### src/rtl/wb_select_ctrl_pkg.sv
// Shared types for the write-back select controller: source/select codes,
// sequencer states and the source-code legality check.
package wb_pkg;

  typedef enum logic [2:0] {
    WB_ALU   = 3'b000,
    WB_MEM   = 3'b001,
    WB_IMM   = 3'b010,
    WB_PC4   = 3'b011,
    WB_PCIMM = 3'b110
  } wb_src_e;

  // Unused mux leg that yields zero; steered to on an illegal source code.
  localparam logic [2:0] WB_SEL_ZERO = 3'b111;

  typedef enum logic [1:0] {
    IDLE,
    WAIT_MEM,
    DRAIN
  } wb_state_e;

  function automatic logic wb_src_legal(input logic [2:0] code);
    case (code)
      3'b000, 3'b001, 3'b010, 3'b011, 3'b110: return 1'b1;
      default:                                return 1'b0;
    endcase
  endfunction

endpackage

### src/rtl/wb_select_ctrl_timeout.sv
// Load-response watchdog: counts enabled cycles since the last clear and flags
// the cycle in which the count reaches TIMEOUT_CYCLES-1.
module wb_timeout_ctr #(
  parameter int TIMEOUT_CYCLES = 16
) (
  input  logic clk,
  input  logic rst,
  input  logic clear,
  input  logic enable,
  output logic expired
);

  localparam int CW = (TIMEOUT_CYCLES > 2) ? $clog2(TIMEOUT_CYCLES) : 1;

  logic [CW-1:0] cnt;

  // Saturates once expired so a stalled enable cannot wrap back to zero.
  always_ff @(posedge clk) begin
    if (rst || clear) begin
      cnt <= '0;
    end else if (enable && !expired) begin
      cnt <= cnt + 1'b1;
    end
  end

  assign expired = (cnt == CW'(TIMEOUT_CYCLES - 1));

endmodule

### src/rtl/wb_select_ctrl.sv
// Write-back sequencer: takes decoded dest/source per instruction, waits for load
// data when needed, and drives the registered mux select, rd and write enable.
module wb_select_ctrl
  import wb_pkg::*;
#(
  parameter int TIMEOUT_CYCLES = 16,
  parameter int CNT_W          = 32
) (
  input  logic             clk,
  input  logic             rst,
  input  logic             issue_valid_i,
  output logic             issue_ready_o,
  input  logic [2:0]       wb_src_i,
  input  logic [4:0]       rd_i,
  input  logic             mem_rvalid_i,
  input  logic             flush_i,
  output logic [2:0]       result_sel_o,
  output logic [4:0]       rd_o,
  output logic             reg_we_o,
  output logic             err_o,
  output logic [CNT_W-1:0] retired_cnt_o,
  output wb_state_e        dbg_state
);

  // Handshake: an instruction is taken on a rising edge where issue_valid_i and
  // issue_ready_o are both high; ready depends only on state and flush_i, never
  // on issue_valid_i.

  wb_state_e  state, state_n;
  logic [4:0] rd_lat, rd_lat_n;
  logic [2:0] sel_n;
  logic [4:0] rd_n;
  logic       we_n, err_n;
  logic       ctr_clear, ctr_expired;

  wb_timeout_ctr #(.TIMEOUT_CYCLES(TIMEOUT_CYCLES)) u_timeout (
    .clk     (clk),
    .rst     (rst),
    .clear   (ctr_clear),
    .enable  (state != IDLE),
    .expired (ctr_expired)
  );

  always_comb begin
    state_n       = state;
    rd_lat_n      = rd_lat;
    sel_n         = result_sel_o;
    rd_n          = rd_o;
    we_n          = 1'b0;
    err_n         = 1'b0;
    ctr_clear     = 1'b0;
    issue_ready_o = (state == IDLE) && !flush_i;
    case (state)
      IDLE: begin
        // Nothing is outstanding, so any response here is stray.
        if (mem_rvalid_i) err_n = 1'b1;
        if (issue_valid_i && issue_ready_o) begin
          if (!wb_src_legal(wb_src_i)) begin
            sel_n = WB_SEL_ZERO;
            err_n = 1'b1;
          end else if (wb_src_i == WB_MEM) begin
            rd_lat_n  = rd_i;
            ctr_clear = 1'b1;
            state_n   = WAIT_MEM;
          end else begin
            sel_n = wb_src_i;
            rd_n  = rd_i;
            we_n  = (rd_i != 5'd0);
          end
        end
      end
      WAIT_MEM: begin
        // Flush beats a same-cycle response; that response is consumed unwritten.
        if (flush_i) begin
          ctr_clear = 1'b1;
          state_n   = mem_rvalid_i ? IDLE : DRAIN;
        end else if (mem_rvalid_i) begin
          sel_n   = WB_MEM;
          rd_n    = rd_lat;
          we_n    = (rd_lat != 5'd0);
          state_n = IDLE;
        end else if (ctr_expired) begin
          err_n   = 1'b1;
          state_n = IDLE;
        end
      end
      DRAIN: begin
        if (mem_rvalid_i) begin
          state_n = IDLE;
        end else if (ctr_expired) begin
          err_n   = 1'b1;
          state_n = IDLE;
        end
      end
      default: state_n = IDLE;
    endcase
  end

  always_ff @(posedge clk) begin
    if (rst) begin
      state         <= IDLE;
      rd_lat        <= '0;
      result_sel_o  <= 3'b000;
      rd_o          <= '0;
      reg_we_o      <= 1'b0;
      err_o         <= 1'b0;
      retired_cnt_o <= '0;
    end else begin
      state         <= state_n;
      rd_lat        <= rd_lat_n;
      result_sel_o  <= sel_n;
      rd_o          <= rd_n;
      reg_we_o      <= we_n;
      err_o         <= err_n;
      retired_cnt_o <= retired_cnt_o + CNT_W'(we_n);
    end
  end

  assign dbg_state = state;

endmodule
### config.mk
export PLATFORM = sky130hd
export DESIGN_NAME = wb_select_ctrl
export DESIGN_NICKNAME = d
export VERILOG_FILES = /design/src/rtl/wb_select_ctrl_pkg.sv /design/src/rtl/wb_select_ctrl_timeout.sv /design/src/rtl/wb_select_ctrl.sv
export SDC_FILE = /design/constraint.sdc
export NUM_CORES = 1
export LEC_CHECK = 0
export CAP_MARGIN = 20
export CORE_MARGIN = 2
export CORE_UTILIZATION = 30
export CTS_CLUSTER_DIAMETER = 100
export DETAILED_ROUTE_END_ITERATION = 8
export SETUP_SLACK_MARGIN = 0.02
export SLEW_MARGIN = 20
export SYNTH_ARGS = -nofsm -noshare
export SYNTH_HDL_FRONTEND = slang
export SYNTH_SLANG_ARGS = --single-unit
### constraint.sdc
create_clock -name clk -period 10.4 [get_ports clk]
set_clock_uncertainty 0.05 [all_clocks]
set_input_delay 3.12 -clock clk [delete_from_list [all_inputs] [get_ports clk]]
set_output_delay 3.12 -clock clk [all_outputs]
set_load 0.01 [all_outputs]
==> metrics.txt <==
hold path cells 1; fmax ~130 MHz; drt drc 0; WL per Instance roughly 14 um; I/O Pins between 50 and 60; Cells after Synth about 300; WS Path Type in -> out; post-CTS setup buffers 0; Critical Path Source flush_i; Via Count 2,361; dpl hpwl about 4.3 mm; Final Wtd Congestion about 0.76; Max Transition Viols Final 0; EDFF count, synth 0; Worst setup SP type input port; fin area 0.00326 mm2; Cell Area, Synth ~0.0025 mm2; synthesis warning total 0; DR vias/cell between 5 and 6; total leakage power between 1 and 1.5 nW; reg2reg start dbg_state[0]; later-pin clock latency in the skew report about 300 ps; Crit path required time roughly 7200 ps; Setup Total Neg Slack 0 ps; # diodes 0; GRT Total Usage between 10% and 20%; Detailed Route WL 6.18 mm; post-route insts no fill roughly 450; Worst EP arrival between 4000 and 5000 ps; share of cells above drive strength 1 about 5.5%; reg-to-reg endpoint retired_cnt_o[14]; H-tree levels 2; Hold Path Sink result_sel_o[0]; initial antenna violation count 0; Area Overhead vs Synth 28.1%; CP Max Fanout 7; Std-Cell Rows 33; total congestion overflow 0; die area ~0.0092 mm2; Max-Cap Viols 0; TritonCTS Sinks between 50 and 60; CTS tree yes; # hold bufs at CTS 0; Post-CTS Resized 0; CORE AREA 0.00822 mm2; vias in the first global route approximately 2,100; period utilization 72.4%; Seq/Total Area, Yosys 41.7%; dominant synthesized flop cell dfxtp_1; first-pass GRT wire length ~10 mm; RSZ-0062 raised after global routing no; slew margin rel. around 33%; final net count ~360; Pwr Total roughly 0.35 mW; Final Util around two fifths; Clock transition at path regs around 90 ps; Worst-Margin Slew between 1000 and 1500 ps; PwrDens between 100 and 150 mW/mm2; Setup-failing EPs final 0; Die H 96.1 um; drt first pass iters 4; starting density of the core a little under a third; HP Start result_sel_o[0]; R2R setup slack approximately 6700 ps; placed cells 441; Yosys reg bits 53; placed inst area 0.00317 mm2; status completed; Synth async-reset ratio 0%; synthesized area per cell between 8 and 9 um2; CTS root buf clkbuf_8; syn_nets 312; Chip Width 96.1 um; Final min period 7530 ps; Netlist cell types 45; largest net degree at the start of global routing 54; worst hold path class reg -> reg; clk buf depth 2; Final ANT Viol Nets 0; CP Capture Type output pin; PortBufs 57; worst vdd ir between 0.00005 and 0.00006 V; starting DRC count in detailed routing 107; worst r2r path cells 9; final hold vios 0; CTS Buf Count 5
[registers in the layout, indices dropped and copies added (netlist names)]
signal	flops
retired_cnt_o	32
rd_lat	5
rd_o	5
u_timeout.cnt	4
result_sel_o	3
dbg_state	2
err_o	1
reg_we_o	1
[cells in the final DEF, fill, tap and decap left out, drive strengths merged, types with 6 or more instances in the layout]
cell type / count
clkdlybuf4s50: 56
dfxtp: 53
a21oi: 28
nor2: 26
nand3: 20
nand2: 20
or4: 18
o31ai: 14
nor3: 12
nand4: 9
xor2: 8
xnor2: 6
nor2b: 6
clkbuf: 6
a211oi: 6
[area by class of cell]
| type | count | area [um2] |
|---|---|---|
| clock inverter | 1 | 7.51 |
| fill | 843 | 4960 |
| timing repair buffer | 57 | 566 |
| clock buffer | 6 | 82.6 |
| multi-input combinational | 222 | 1390 |
| tap | 105 | 131 |
| inverter | 4 | 15.0 |
| sequential | 53 | 1060 |
[per-stage QoR]
stage          setup WS (ps)  hold slack (ps)
2_1_floorplan           3850              393
4_1_cts                 2860              436
3_5_place_dp            2860              415
3_3_place_gp            2890              405
6_report                2870              431
5_1_grt                 2810              447
[cell families after synthesis]
kind of cell	Yosys count	share of synthesized area [%]
AOI/OAI and AO/OA	59	14.5
buffers and inverters	21	3.44
DFF	53	41.7
xor gates and xnor gates	14	4.82
adders and majority gates	3	1.48
muxes	8	3.30
and+or+nand+nor	138	30.8
[cell usage after synthesis (2+ instances only)]
| master | number | area, um2 |
|---|---|---|
| or3_1 | 3 | 18.8 |
| clkbuf_1 | 14 | 52.6 |
| or2_2 | 2 | 12.5 |
| nor4_1 | 2 | 12.5 |
| xnor2_1 | 6 | 52.6 |
| and3_1 | 5 | 31.3 |
| and4_1 | 4 | 35.0 |
| nand2_1 | 20 | 75.1 |
| o31ai_1 | 14 | 105 |
| dfxtp_1 | 53 | 1060 |
| a211oi_1 | 5 | 37.5 |
| mux2i_1 | 5 | 50.1 |
| nor2_1 | 26 | 97.6 |
| ha_1 | 3 | 37.5 |
| nor3_1 | 12 | 60.1 |
| xor2_1 | 8 | 70.1 |
| mux2_2 | 3 | 33.8 |
| o21a_1 | 2 | 15.0 |
| a21oi_1 | 28 | 140 |
| inv_1 | 4 | 15.0 |
| nor2b_1 | 6 | 37.5 |
| or4_1 | 18 | 135 |
| nand4_1 | 8 | 50.1 |
| nand3_1 | 20 | 100 |
| o21ai_0 | 5 | 25.0 |
[how the worst max path moves through the flow]
stage / depth (start not counted) / endpoint
floorplan: 1 / issue_ready_o
global placement: 3 / issue_ready_o
detailed placement: 3 / issue_ready_o
CTS: 3 / issue_ready_o
global route: 3 / issue_ready_o
finish: 3 / issue_ready_o
[power breakdown]
part	internal [mW]	total (mW)	switching [mW]	leakage [nW]
registers	0.206	0.208	0.00192	0.429
logic	0.0137	0.0278	0.0141	0.551
clock network	0.0528	0.119	0.0659	0.0433
total	0.272	0.354	0.0819	1.02
[critical path: stages]
cell and delay, ps:
clkdlybuf4s50_1 500, nor3_1 170, clkdlybuf4s50_1 560
[routing by layer]
layer / part of all wire, % / global-route usage (%) / vias to the layer above
met5: 0 / 0 / -
met4: 0.83 / 3.69 / 0
met3: 5.1 / 3.52 / 7
met2: 45 / 20.5 / 50
met1: 49 / 19.9 / 1109
li1: - / - / 1195
(Power assumes the default switching activity.)
